`config.mk`:
```
export PLATFORM = sky130hd
export DESIGN_NAME = divider
export DESIGN_NICKNAME = d
export VERILOG_FILES = /design/src/rtl/divider_pkg.sv /design/src/rtl/div_sign_fix.sv /design/src/rtl/divider.sv
export SDC_FILE = /design/constraint.sdc
export NUM_CORES = 1
export LEC_CHECK = 0
export CAP_MARGIN = 20
export CORE_MARGIN = 4
export CORE_UTILIZATION = 49
export CTS_CLUSTER_DIAMETER = 150
export DETAILED_ROUTE_END_ITERATION = 10
export GPL_ROUTABILITY_DRIVEN = 1
export GPL_TIMING_DRIVEN = 1
export HOLD_SLACK_MARGIN = 0.1
export MAX_ROUTING_LAYER = met4
export PLACE_DENSITY = 0.74
export RECOVER_POWER = 100
export SKIP_LAST_GASP = 1
export SLEW_MARGIN = 20
export SYNTH_ARGS = -nofsm -noshare
export SYNTH_HDL_FRONTEND = slang
export SYNTH_SLANG_ARGS = --single-unit
```
`constraint.sdc`:
```
create_clock -name clk -period 5.94 [get_ports clk]
set_input_delay 1.188 -clock clk [delete_from_list [all_inputs] [get_ports clk]]
set_output_delay 1.188 -clock clk [all_outputs]
set_load 0.05 [all_outputs]
```
`src/rtl/divider_pkg.sv`:
```
// Shared definitions for the sequential signed divider: widths and FSM state encoding.
package divider_pkg;

  localparam int DIV_WIDTH = 32;
  localparam int DIV_CNT_W = $clog2(DIV_WIDTH) + 1;

  typedef enum logic [1:0] {
    S_IDLE = 2'd0,
    S_RUN  = 2'd1,
    S_FIX  = 2'd2,
    S_ZERO = 2'd3
  } state_e;

endpackage

```
`src/rtl/div_sign_fix.sv`:
```
// Conditional two's-complement negate: gives |x| when neg_i is the sign bit, and
// applies the result sign after the magnitude division.
module div_sign_fix
  import divider_pkg::*;
#(
  parameter int WIDTH = DIV_WIDTH
) (
  input  logic [WIDTH-1:0] val_i,
  input  logic             neg_i,
  output logic [WIDTH-1:0] res_o
);

  localparam logic [WIDTH-1:0] ONE = WIDTH'(1);

  // Wraps modulo 2^WIDTH, so the most negative value maps onto itself as an exact magnitude.
  assign res_o = neg_i ? (~val_i + ONE) : val_i;

endmodule

```
`src/rtl/divider.sv`:
```
// Sequential signed divider: restoring division on magnitudes, one quotient bit per
// clock, then sign correction. Quotient on lo, remainder on hi.
module divider
  import divider_pkg::*;
#(
  parameter int WIDTH = DIV_WIDTH
) (
  input  logic             clk,
  input  logic             reset,
  input  logic             start,
  input  logic [WIDTH-1:0] dividend,
  input  logic [WIDTH-1:0] divisor,
  output logic [WIDTH-1:0] hi,
  output logic [WIDTH-1:0] lo,
  output logic             busy,
  output logic             done,
  output logic             div_zero
);

  localparam int CNT_W = $clog2(WIDTH) + 1;

  state_e             state_q, state_d;
  logic [WIDTH-1:0]   a_q, a_d;
  logic [WIDTH-1:0]   q_q, q_d;
  logic [WIDTH-1:0]   m_q, m_d;
  logic [CNT_W-1:0]   cnt_q, cnt_d;
  logic               neg_quo_q, neg_quo_d;
  logic               neg_rem_q, neg_rem_d;
  logic [WIDTH-1:0]   hi_q, hi_d;
  logic [WIDTH-1:0]   lo_q, lo_d;
  logic               busy_q, busy_d;
  logic               done_q, done_d;
  logic               dz_q, dz_d;

  logic [WIDTH-1:0]   dvd_abs, dvs_abs, quo_fix, rem_fix;
  logic [WIDTH:0]     a_shift, trial;

  div_sign_fix #(.WIDTH(WIDTH)) u_abs_dvd (
    .val_i (dividend), .neg_i (dividend[WIDTH-1]), .res_o (dvd_abs)
  );
  div_sign_fix #(.WIDTH(WIDTH)) u_abs_dvs (
    .val_i (divisor), .neg_i (divisor[WIDTH-1]), .res_o (dvs_abs)
  );
  div_sign_fix #(.WIDTH(WIDTH)) u_fix_quo (
    .val_i (q_q), .neg_i (neg_quo_q), .res_o (quo_fix)
  );
  div_sign_fix #(.WIDTH(WIDTH)) u_fix_rem (
    .val_i (a_q), .neg_i (neg_rem_q), .res_o (rem_fix)
  );

  // A stays below M <= 2^(WIDTH-1), so the shifted remainder always fits in WIDTH+1 bits.
  assign a_shift = {a_q, q_q[WIDTH-1]};
  assign trial   = a_shift - {1'b0, m_q};

  // NOTE: every _d gets a default before the case so no path leaves it unassigned,
  // which would otherwise infer a latch.
  always_comb begin
    state_d   = state_q;
    a_d       = a_q;
    q_d       = q_q;
    m_d       = m_q;
    cnt_d     = cnt_q;
    neg_quo_d = neg_quo_q;
    neg_rem_d = neg_rem_q;
    hi_d      = hi_q;
    lo_d      = lo_q;
    busy_d    = busy_q;
    done_d    = 1'b0;
    dz_d      = 1'b0;

    unique case (state_q)
      S_IDLE: begin
        if (start) begin
          if (divisor == '0) begin
            state_d = S_ZERO;
          end else begin
            q_d       = dvd_abs;
            m_d       = dvs_abs;
            a_d       = '0;
            neg_quo_d = dividend[WIDTH-1] ^ divisor[WIDTH-1];
            neg_rem_d = dividend[WIDTH-1];
            cnt_d     = '0;
            state_d   = S_RUN;
          end
        end
      end
      S_RUN: begin
        busy_d = 1'b1;
        q_d    = {q_q[WIDTH-2:0], ~trial[WIDTH]};
        a_d    = trial[WIDTH] ? a_shift[WIDTH-1:0] : trial[WIDTH-1:0];
        cnt_d  = cnt_q + CNT_W'(1);
        if (cnt_q == CNT_W'(WIDTH - 1)) state_d = S_FIX;
      end
      S_FIX: begin
        lo_d    = quo_fix;
        hi_d    = rem_fix;
        done_d  = 1'b1;
        busy_d  = 1'b0;
        state_d = S_IDLE;
      end
      S_ZERO: begin
        done_d  = 1'b1;
        dz_d    = 1'b1;
        state_d = S_IDLE;
      end
      default: state_d = S_IDLE;
    endcase
  end

  // NOTE: state registers use non-blocking assignments so every flop samples
  // pre-edge values regardless of statement order.
  always_ff @(posedge clk or posedge reset) begin
    if (reset) begin
      state_q   <= S_IDLE;
      a_q       <= '0;
      q_q       <= '0;
      m_q       <= '0;
      cnt_q     <= '0;
      neg_quo_q <= 1'b0;
      neg_rem_q <= 1'b0;
      hi_q      <= '0;
      lo_q      <= '0;
      busy_q    <= 1'b0;
      done_q    <= 1'b0;
      dz_q      <= 1'b0;
    end else begin
      state_q   <= state_d;
      a_q       <= a_d;
      q_q       <= q_d;
      m_q       <= m_d;
      cnt_q     <= cnt_d;
      neg_quo_q <= neg_quo_d;
      neg_rem_q <= neg_rem_d;
      hi_q      <= hi_d;
      lo_q      <= lo_d;
      busy_q    <= busy_d;
      done_q    <= done_d;
      dz_q      <= dz_d;
    end
  end

  assign hi       = hi_q;
  assign lo       = lo_q;
  assign busy     = busy_q;
  assign done     = done_q;
  assign div_zero = dz_q;

endmodule

```
## Yosys cells after proc, flatten, opt, wreduce, memory -nomap -nowiden

Index checks and enable logic that the tools add are counted.

| cells by class | value |
|---|---|
| add/sub/neg operators | 6 |
| equal/unequal tests | 7 |
| muxes and demuxes | 21 |
| bitwise operators | 7 |
| reduce and logical (&&, ||, !) cells | 8 |

Operator list:

| cell | count |
|---|---|
| $mux W32 | 9 |
| $add A32 B1 Y32 const B | 4 |
| $not A32 Y32 | 4 |
| $pmux W32 S2 | 2 |
| $sub A33 B32 Y33 | 1 |
| $logic_not A32 Y1 | 1 |
| $mux W6 | 2 |
| $pmux W6 S2 | 1 |
| $add A6 B1 Y6 const B | 1 |
| $eq A6 B5 Y1 const B | 1 |
| $mux W2 | 3 |
| $ne A2 B2 Y1 const B | 3 |
| $pmux W2 S3 | 1 |
| $reduce_and A3 Y1 | 2 |
| $eq A2 B2 Y1 const B | 2 |
| $reduce_bool A2 Y1 | 2 |
| $eq A2 B1 Y1 const B | 1 |
| $logic_not A2 Y1 | 1 |
| $mux W1 | 2 |
| $not A1 Y1 | 2 |
| $pmux W1 S2 | 1 |
| $reduce_and A2 Y1 | 1 |
| $reduce_or A2 Y1 | 1 |
| $xor A1 B1 Y1 | 1 |

| storage, ports and cells | value |
|---|---|
| register bits after elaboration | 173 |
| input port bits | 67 |
| output and inout bits | 67 |
| logic and storage cells | 61 |

## Longest topological paths before layout

Gate-level depths: netlist (run 1).

| depth | value |
|---|---|
| depth after elaboration | 6 |
| depth in mapped cells | 13 |
| gate-level depth less buffers | 12 |

## Cells and area by module

A second synthesis (run 1) with hierarchy kept.

| second synthesis, totals | value |
|---|---|
| cells, all modules | 1252 |
| area, all modules | 12176.7 um^2 |

By module, submodules not included:

| module | times used | cells each | area an instance (um^2) | seq. area each (um^2) |
|---|---|---|---|---|
| divider | 1 | 856 | 9068.7 | 4329.2 |
| div_sign_fix | 4 | 99 | 777.0 | 0.0 |

## Least setup slack after synthesis (run 1)

No wires, ideal clock.

| path | value |
|---|---|
| path kind | in2reg |
| from | in divisor[14] |
| to | reg a_q[27] |
| library setup time | 121 ps |
| arrival time | 3849 ps |
| data required time | 5819 ps |
| path slack | 1970 ps |
| stages | 11 |
| buffers on the path | 3 |
| path through | or4_4 -> or4_4 -> or4_4 -> o211a_1 -> buf_6 -> a21o_4 -> and2_4 -> buf_6 -> buf_6 -> a32oi_1 -> nand2_1 |

| on the way | value |
|---|---|
| longest elaborated chain between the ends | 3 |

RTL lines:

| what | RTL line | RTL |
|---|---|---|
| start, declared | divider.sv:12 | `input logic [WIDTH-1:0] divisor,` |
| $logic_not A32 Y1 | divider.sv:74 | `if (divisor == '0) begin` |
| $ne A2 B2 Y1 (no line) | -- |  |
| $reduce_and A3 Y1 (no line) | -- |  |
| end signal, assigned | divider.sv:115 | `a_q <= '0;` |
| end signal, assigned | divider.sv:128 | `a_q <= a_d;` |
| end, declared | divider.sv:23 | `logic [WIDTH-1:0] a_q, a_d;` |

No other way between the ends.
A chain may end at the register's enable or synchronous reset.

## Worst setup path after layout (run 1)

| path | value |
|---|---|
| from | in divisor[12] |
| to | reg q_q[24] |

| on the way | value |
|---|---|
| longest elaborated chain between the ends | 3 |

RTL lines:

| what | RTL line | RTL |
|---|---|---|
| $logic_not A32 Y1 | divider.sv:74 |  |
| $ne A2 B2 Y1 (no line) | -- |  |
| $reduce_and A3 Y1 (no line) | -- |  |
| end signal, assigned | divider.sv:129 | `q_q <= q_d;` |
| end, declared | divider.sv:24 | `logic [WIDTH-1:0] q_q, q_d;` |

No other way between the ends.

==> results.md, run 1 <==
- Synth Instances: 1320
- Crit path DAT: 5.29 ns
- Post-synth EDFFs: 0
- Placer congestion estimate: just under 0.9
- Final WS setup: around 1 ns
- Setup Fix Bufs, Post-CTS: 0
- DR iter-0 viols: slightly below 700
- Sum Neg Setup Slack: 0 ns
- Critical path class: in -> reg
- Critical path endpoint category: register
- Status: finished with violations
- Worst-Skew Late Latency: approximately 0.43 ns
- Fmax: 203 MHz
- # diodes: 0
- Filler Cell Count: around 2000
- Startpoint Class: input port
- RSZ-0062 raised after global routing: false
- Via density: ~5.7
- Synthesis Warnings: 0
- I/O Pins: 134
- Skew final: between 0.005 and 0.006 ns
- Die Y: between 150 and 200 um
- First-pass GRT wire length: approximately 46000 um
- Failing checks: max-capacitance violations, max-slew violations
- Number of synthesized register bits: roughly 170
- Worst slew margin relative to its limit: -66.9%
- Worst-margin pin slew: about 2.5 ns
- Crit-path cells: dlygate4sd3_1 > or4_1 > or4_1 > or4_1 > o211a_1 > a21oi_1 > buf_4 > a21oi_1 > o21ai_0 > o21a_1
- GRT Util Overall: 21.9%
- Clock sink count: around 170
- # nets final: approximately 1500
- Seq/Total Area, Yosys: about two fifths
- TritonCTS clock tree: done
- Crit share post-route: around 83%
- Total power: approximately 6700 uW
- Core area: roughly 23000 um^2
- Largest net degree at the start of global routing: approximately 110
- Syn_area_per_cell: approximately 8.5 um^2
- Critical-path top delay cell: or4_1
- Minimum clock period: 4.93 ns
- Buf/Inv on CP: 2
- Pre-Repair DR Iteration Count: 5
- Share of cells above drive strength 1: under 10%
- Worst-case clock buffer depth: 2
- Share of the synthesized area in the top cell type: about two fifths
- Root Buffer: clkbuf_16
- Average wire per standard cell: between 15 and 20 um
- Worst-path maximum fanout: 55
- Rows: 55
- Top Family by Delay on Critical Path: simple AND/OR/NAND/NOR gates
- # resized after CTS: 0
- Max incr delay on CP: between 0.6 and 0.7 ns
- PwrDens: about 500 nW/um^2
- VDD IR-drop max: between 0.2 and 0.25 mV
- Post-Syn Area: ~11000 um^2
- DRC: 0
- Synth unique cells: 61
- Most Frequent Cell on Critical Path: or4_1
- Syn_nets: around 1400
- Pre-CTS setup slack: 1.09 ns
- Htree depth: 4
- Total Wirelength: 27300 um
- Synth area leaders: dfrtp_1, xor2_1, a21oi_1
- DR vias: a little under 10000
- Initial Util: 49.8%
- Antenna violations before repair: 0
- Final HPWL DP: roughly 20000 um
- Vias in the first global route: around 9100
- Post-route ant nets: 0
- Leakage power: roughly 0.006 uW
- Kind of path behind the tightest hold check: reg -> reg
- Critical Path RT: 6.30 ns
- Asr flop ratio synth: 100%
- Fin. Hold Viols: 0
- Max Cap Violations: 6
- Post-synth top cells: dfrtp_1, nand2_1, a21oi_1, nor2_1, xor2_1
- Slew Limit Fails: 323
- Most frequent cell after synthesis: dfrtp_1
- Worst-path clk slew: 0.06 ns
- Congestion Overflow GR: 0
- Setup violations, final: 0
- Cts bufs inserted: 17
- Die width: 159 um
- Synth Flop Type: dfrtp_1
- Hold_buf cts: 0
- IO buf count: approximately 130
- Dominant cell type by area after synthesis: dfrtp_1
- Area Growth Syn to Fin: 18.2%
- Total die area: roughly 25000 um^2
## stage by stage
stage	instance area, um^2	hold slack, ns	instances	utilization [%]
2_1_floorplan	11200	0.466	1320	-
3_3_place_gp	12700	0.490	1678	56.5
3_5_place_dp	12700	0.495	1678	56.5
4_1_cts	13400	0.511	1710	59.2
5_1_grt	13300	0.522	1711	58.9
6_report	13300	0.506	1711	58.9
## report_power, final
group          internal (uW)  total, uW  switching (uW)
sequential              1650       2050             394
clock                    697       1160             468
combinational           1180       3470            2290
total                   3530       6680            3150
## kinds of logic after synthesis
logic type / share of synthesized area [%]
compound gates: 20.8
buf+inv: 4.26
flops: 38.5
fa+ha+maj: 4.74
mux: 2.36
xor+xnor: 11.7
simple gates: 17.6
## sequential cells by signal, summed over array words and instances (netlist names), 2 cells and up
name,flops
state_q,2
lo,32
hi,32
m_q,32
q_q,32
a_q,32
cnt_q,6
## metal layers
layer,wire [um],track usage [%],vias up
met5,0,-,-
li1,-,-,4860
met3,1350,2.98,27
met1,13000,31.1,4629
met4,373,5.17,0
met2,12600,33.6,296
## worst paths after layout
| kind | slack [ns] | to | cells after the start | from |
|---|---|---|---|---|
| worst max-delay path | 1.01 | q_q[24] | 10 | divisor[12] |
| worst min-delay path | 0.51 | hi[0] | 1 | hi[0] |
| worst max register to register | 1.41 | a_q[2] | 6 | state_q[1] |
| worst min register to register | 0.51 | hi[0] | 1 | hi[0] |
| max in group asynchronous | 1.99 | lo[1] | 3 | reset |
| min in group asynchronous | 1.47 | lo[24] | 2 | reset |
## layout make-up
class | instances | area (um^2) | area share [%]
multi-input combinational | 1028 | 6410 | 48.3
sequential | 173 | 4330 | 32.6
timing repair buffer | 144 | 1390 | 10.5
clock buffer | 23 | 478 | 3.60
tap | 285 | 357 | 2.68
inverter | 49 | 185 | 1.39
clock inverter | 9 | 135 | 1.02
## layout by cell type, fill, tap and decap left out, types with 40 or more instances in the layout
cell               n
inv_1             48
nand3_1           42
o21ai_0          105
xor2_1           114
dfrtp_1          173
nor2_1           130
dlygate4sd3_1     69
nand2_1          140
a21oi_1          140
ha_1              40
clkdlybuf4s50_1   63
(Power assumes the default switching activity.)
==> run 2, diff against run 1 <==
--- a/config.mk
+++ b/config.mk
@@ -14,7 +14,7 @@
 export GPL_TIMING_DRIVEN = 1
 export HOLD_SLACK_MARGIN = 0.1
 export MAX_ROUTING_LAYER = met4
-export PLACE_DENSITY = 0.74
+export PLACE_DENSITY = 0.71
 export RECOVER_POWER = 100
 export SKIP_LAST_GASP = 1
 export SLEW_MARGIN = 20
==> constraint.sdc (replaced) <==
create_clock -name clk -period 5 [get_ports clk]
set_input_delay 1 -clock clk [delete_from_list [all_inputs] [get_ports clk]]
set_output_delay 1 -clock clk [all_outputs]
set_load 0.05 [all_outputs]
==> results.md, run 2 (synthesized netlist as in run 1, its figures left out) <==
- Status: finished with violations
- Failing checks: max-capacitance violations, max-slew violations
- Net Sw Frac: 47.8% (+0.61 points)
- Flop pwr share: 30.7% (about the same)
- Total die area: 25400 um^2 (unchanged)
- Rows: 55 (unchanged)
- Setup violations, final: 0 (unchanged)
- Most Frequent Cell on Critical Path: or4_1
- Sw Pwr: 3780 uW (+20%)
- Register area: 4330 um^2 (unchanged)
- Skew final: 0.00739 ns (+0.00166 ns)
- Worst-path maximum fanout: 66 (+20%)
- Worst-margin pin slew: 2.56 ns (+0.0564 ns)
- Share of cells above drive strength 1: 5.11% (+0.41 points)
- Placer congestion estimate: 0.851 (-2.1%)
- GRT Util Overall: 22.4% (+0.46 points)
- Crit share post-route: a little under 90%
- Most frequent cells in the layout: dfrtp_1, nand2_1, a21oi_1
- Congestion Overflow GR: 0 (unchanged)
- # nets final: 1525 (+0.20%)
- Root Buffer: clkbuf_16
- Hold_ws: 0.500 ns (-0.00664 ns)
- Max incr delay on CP: 0.66 ns (+0.04 ns)
- Total Wirelength: 27900 um (+1.9%)
- # resized after CTS: 0 (unchanged)
- Final HPWL DP: 20500 um (+2.6%)
- Leakage power: 0.00596 uW (+0.31%)
- Most common cell after layout, fill and taps aside: dfrtp_1
- Kind of path behind the tightest hold check: reg -> reg
- Worst-case clock buffer depth: 2 (unchanged)
- Internal power: 4120 uW (+17%)
- DR iter-0 viols: 675 (-1.7%)
- Fin. Hold Viols: 0 (unchanged)
- Met1 Usage GRT: 31.3% (+0.24 points)
- Critical path endpoint category: register
- Util after Layout: 58.9% (about the same)
- Crit path DAT: 4.70 ns (-0.59 ns)
- Die width: 159 um (unchanged)
- Largest net degree at the start of global routing: 174 (+61%)
- Filler Cell Count: 2063 (+2.6%)
- Area Growth Syn to Fin: 18.3% (about the same)
- Cts bufs inserted: 17 (unchanged)
- Final WS setup: 0.617 ns (-0.395 ns)
- Die Y: 159 um (unchanged)
- Average wire per standard cell: 16.3 um (+1.8%)
- Crit-path cells: clkdlybuf4s50_1 > or4_1 > or4_1 > or4_1 > o211a_1 > clkbuf_2 > mux2_2
- Slew Limit Fails: 252 (-22%)
- Multi-input combinational cell area: 6420 um^2 (+0.14%)
- Setup Fix Bufs, Post-CTS: 0 (unchanged)
- Antenna violations before repair: 0 (unchanged)
- GRT met2 Usage: 34.5% (+0.87 points)
- Core area: 22600 um^2 (unchanged)
- I/O Pins: 134 (unchanged)
- # diodes: 0 (unchanged)
- PwrDens: 594 nW/um^2 (+18%)
- VDD IR-drop max: 0.268 mV (+11%)
- Clock network power share: 16.8% (-0.6 points)
- Post-route ant nets: 0 (unchanged)
- Fmax: roughly 230 MHz
- Htree depth: 4 (unchanged)
- Pre-CTS setup slack: 0.581 ns (-0.505 ns)
- Startpoint Class: input port
- RSZ-0062 raised after global routing: false
- Vias in the first global route: 9275 (+2.5%)
- Met3 Track Usage GR: 3.39% (+0.41 points)
- Worst slew margin relative to its limit: -70.6% (-3.8 points)
- Worst-Skew Late Latency: 0.43 ns (about the same)
- DR vias: 9857 (+0.46%)
- Worst-path clk slew: 0.07 ns (about the same)
- Combinational Power Share: 52.4% (+0.5 points)
- Max Cap Violations: 2 (-4)
- Minimum clock period: 4.38 ns
- Sum Neg Setup Slack: 0 ns (unchanged)
- Critical Path RT: 5.32 ns (-0.98 ns)
- First-pass GRT wire length: 46500 um (+1.8%)
- Pre-Repair DR Iteration Count: 5 (unchanged)
- Critical path class: in -> reg
- Clock sink count: 173 (unchanged)
- TritonCTS clock tree: done
- GR peak layer: met2
- Critical-path top delay cell: clkbuf_2
- Initial Util: 49.8% (unchanged)
- DRC: 0 (unchanged)
- Hold_buf cts: 0 (unchanged)
- IO buf count: 133 (unchanged)
- Via density: 5.75 (+0.28%)
run 2: worst max-delay path: cells and delay by family:
family | cells | cell delay (ns)
buffers and inverters | 2 | 1.11
multiplexers | 1 | 0.51
AO/OA/AOI/OAI | 1 | 0.34
AND/OR/NAND/NOR | 3 | 1.70
run 2: metrics by stage:
stage | cells | power [uW] | area (um^2)
final | 1714 | 7900 | 13300
after floorplan | 1320 | 5450 | 11200
after detailed placement | 1682 | 6720 | 12800
after CTS | 1714 | 8080 | 13400
after global placement | 1682 | 6630 | 12800
after global routing | 1714 | 8480 | 13300
run 2: layout make-up:
type,instances,share of cell area (%)
tap,285,2.68
clock buffer,20,3.36
multi-input combinational,1028,48.3
clock inverter,12,1.03
timing repair buffer,147,10.7
inverter,49,1.41
sequential,173,32.6
run 2: final timing paths:
check	start	endpoint	slack (ns)	cells past startpoint
min reg2reg	lo[27]	lo[27]	0.50	1
max	divisor[14]	m_q[0]	0.62	7
max in group asynchronous	reset	m_q[19]	1.47	3
max reg2reg	state_q[0]	lo[19]	1.27	5
min	lo[27]	lo[27]	0.50	1
min in group asynchronous	reset	lo[26]	1.74	3
run 2: per-layer routing:
layer	share of wire [%]	routed length, um
met4	1.3	355
met5	0	0
met2	46	12900
met1	48	13400
met3	4.4	1230
run 2: power by group through the flow:
stage | Sequential, uW | Combinational, uW | Clock, uW
2_1_floorplan | 3240 | 2220 | 0
3_3_place_gp | 2450 | 4180 | 0
3_5_place_dp | 2460 | 4260 | 0
4_1_cts | 2440 | 4290 | 1350
5_1_grt | 2510 | 4560 | 1410
6_report | 2430 | 4140 | 1330
==> run 3, diff against run 2 <==
--- a/config.mk
+++ b/config.mk
@@ -14,7 +14,7 @@
 export GPL_TIMING_DRIVEN = 1
 export HOLD_SLACK_MARGIN = 0.1
 export MAX_ROUTING_LAYER = met4
-export PLACE_DENSITY = 0.71
+export PLACE_DENSITY = 0.78
 export RECOVER_POWER = 100
 export SKIP_LAST_GASP = 1
 export SLEW_MARGIN = 20
==> results.md, run 3 (synthesized netlist as in run 1, its figures left out) <==
- Total die area: 25400 um^2 (unchanged)
- DR iter-0 viols: 920 (+36%)
- Setup Fix Bufs, Post-CTS: 0 (unchanged)
- I/O Pins: 134 (unchanged)
- Average wire per standard cell: 16.5 um (+1.2%)
- First element of the critical path: divisor[14]
- Hold_buf cts: 0 (unchanged)
- Htree depth: 4 (unchanged)
- Total Wirelength: 28200 um (+1.2%)
- Filler Cell Count: 1986 (-3.7%)
- Startpoint Class: input port
- DR vias: 10000 (+1.8%)
- Vias in the first global route: 9453 (+1.9%)
- Minimum clock period: 4.37 ns (-0.0182 ns)
- Skew final: 0.0113 ns (+0.00387 ns)
- TritonCTS clock tree: done
- Leakage power: 0.00601 uW (+0.84%)
- # resized after CTS: 0 (unchanged)
- PwrDens: 607 nW/um^2 (+2.2%)
- Placer congestion estimate: 0.904 (+6.3%)
- Post-route ant nets: 0 (unchanged)
- Worst-path maximum fanout: 19 (-71%)
- DRC: 0 (unchanged)
- Largest net degree at the start of global routing: 174 (unchanged)
- Critical path endpoint category: register
- Fin. Hold Viols: 0 (unchanged)
- Failing checks: max-capacitance violations, max-slew violations
- Via density: 5.85 (+1.7%)
- Die Y: 159 um (unchanged)
- Fmax: 229 MHz (+0.42%)
- Root Buffer: clkbuf_16
- Die width: 159 um (unchanged)
- Status: finished with violations
- Setup violations, final: 0 (unchanged)
- Crit path DAT: 4.64 ns (-0.06 ns)
- Congestion Overflow GR: 0 (unchanged)
- Cts bufs inserted: 17 (unchanged)
- Core area: 22600 um^2 (unchanged)
- Initial Util: 49.8% (unchanged)
- Share of cells above drive strength 1: 5.31% (+0.21 points)
- Sum Neg Setup Slack: 0 ns (unchanged)
- Critical path class: in -> reg
- Most frequent cells in the layout: dfrtp_1, a21oi_1, nand2_1
- # diodes: 0 (unchanged)
- Final HPWL DP: 20600 um (+0.18%)
- Worst Min Path Start: lo[29]
- IO buf count: 133 (unchanged)
- Worst-margin pin slew: 2.54 ns (-0.0230 ns)
- Antenna violations before repair: 0 (unchanged)
- RSZ-0062 raised after global routing: false
- Clock sink count: 173 (unchanged)
- Most common cell after layout, fill and taps aside: dfrtp_1
- Pre-Repair DR Iteration Count: 6 (+1)
- Area Growth Syn to Fin: 19.2%
- Max Cap Violations: 2 (unchanged)
- Worst-path clk slew: 0.07 ns (about the same)
- Worst-Skew Late Latency: 0.44 ns (about the same)
- Worst r2r src: state_q[0]
- Slew Limit Fails: 250 (-0.79%)
- Worst-case clock buffer depth: 2 (unchanged)
- Worst slew margin relative to its limit: -69.1% (+1.5 points)
- First-pass GRT wire length: 46900 um (+0.92%)
- Crit share post-route: 87.3% (-0.36 points)
- Critical Path RT: 5.27 ns (-0.05 ns)
- Rows: 55 (unchanged)
- GRT Util Overall: 22.6% (+0.21 points)
- Kind of path behind the tightest hold check: reg -> reg
- # nets final: 1526 (+0.066%)
- VDD IR-drop max: 0.270 mV (+0.80%)
- Hold_ws: 0.503 ns (+0.00311 ns)
[run 3: cell types whose count changed in the layout (fill, tap and decap cells not counted), sizes merged]
cell         delta
buf             +1
bufinv          +4
clkbuf          -2
clkinv          -3
dlygate4sd3     +1
[run 3: stage by stage]
step | setup slack, ns | cell area [um^2] | std cells | total power (uW) | util, %
2_1_floorplan | 1.22 | 11200 | 1320 | 5450 | -
3_3_place_gp | 0.655 | 12800 | 1683 | 6620 | 56.7
3_5_place_dp | 0.566 | 12800 | 1683 | 6730 | 56.7
4_1_cts | 1.00 | 13500 | 1715 | 8280 | 59.6
5_1_grt | 0.483 | 13400 | 1715 | 8670 | 59.4
6_report | 0.635 | 13400 | 1715 | 8140 | 59.4
[run 3: metal layers]
layer	global-route usage (%)	vias up	wire length (um)
li1	-	4873	-
met4	6.51	0	493
met1	31.7	4748	13100
met3	2.82	43	1850
met5	-	-	0
met2	34.7	366	12800
[run 3: final cells by class]
| class | count | area, um^2 | share of cell area (%) |
|---|---|---|---|
| Multi-Input combinational cell | 1028 | 6420 | 47.9 |
| Timing Repair Buffer | 148 | 1440 | 10.7 |
| Inverter | 49 | 188 | 1.40 |
| Clock buffer | 19 | 433 | 3.23 |
| Sequential cell | 173 | 4330 | 32.3 |
| Clock inverter | 13 | 235 | 1.76 |
| Tap cell | 285 | 357 | 2.66 |
[run 3: path summary, 6_finish.rpt]
kind / endpoint / slack [ns] / cells past startpoint
setup / recovery: a_q[10] / 0.63 / 9
hold / removal: lo[29] / 0.50 / 1
setup reg to reg: hi[31] / 1.15 / 4
hold reg to reg: lo[29] / 0.50 / 1
max in group asynchronous: hi[31] / 1.69 / 3
min in group asynchronous: lo[30] / 1.93 / 3
[run 3: power by group]
part / switching (uW) / internal, uW
clock: 582 / 942
combinational: 2740 / 1410
sequential: 500 / 1960
total: 3820 / 4310
[run 3: worst max-delay path: stages]
cell and delay, ns:
dlygate4sd3_1 0.58, or4_4 0.57, or4_4 0.44, or4_1 0.59, o211a_1 0.36, a21o_1 0.38
nand2_1 0.27, buf_4 0.27, o311ai_0 0.17
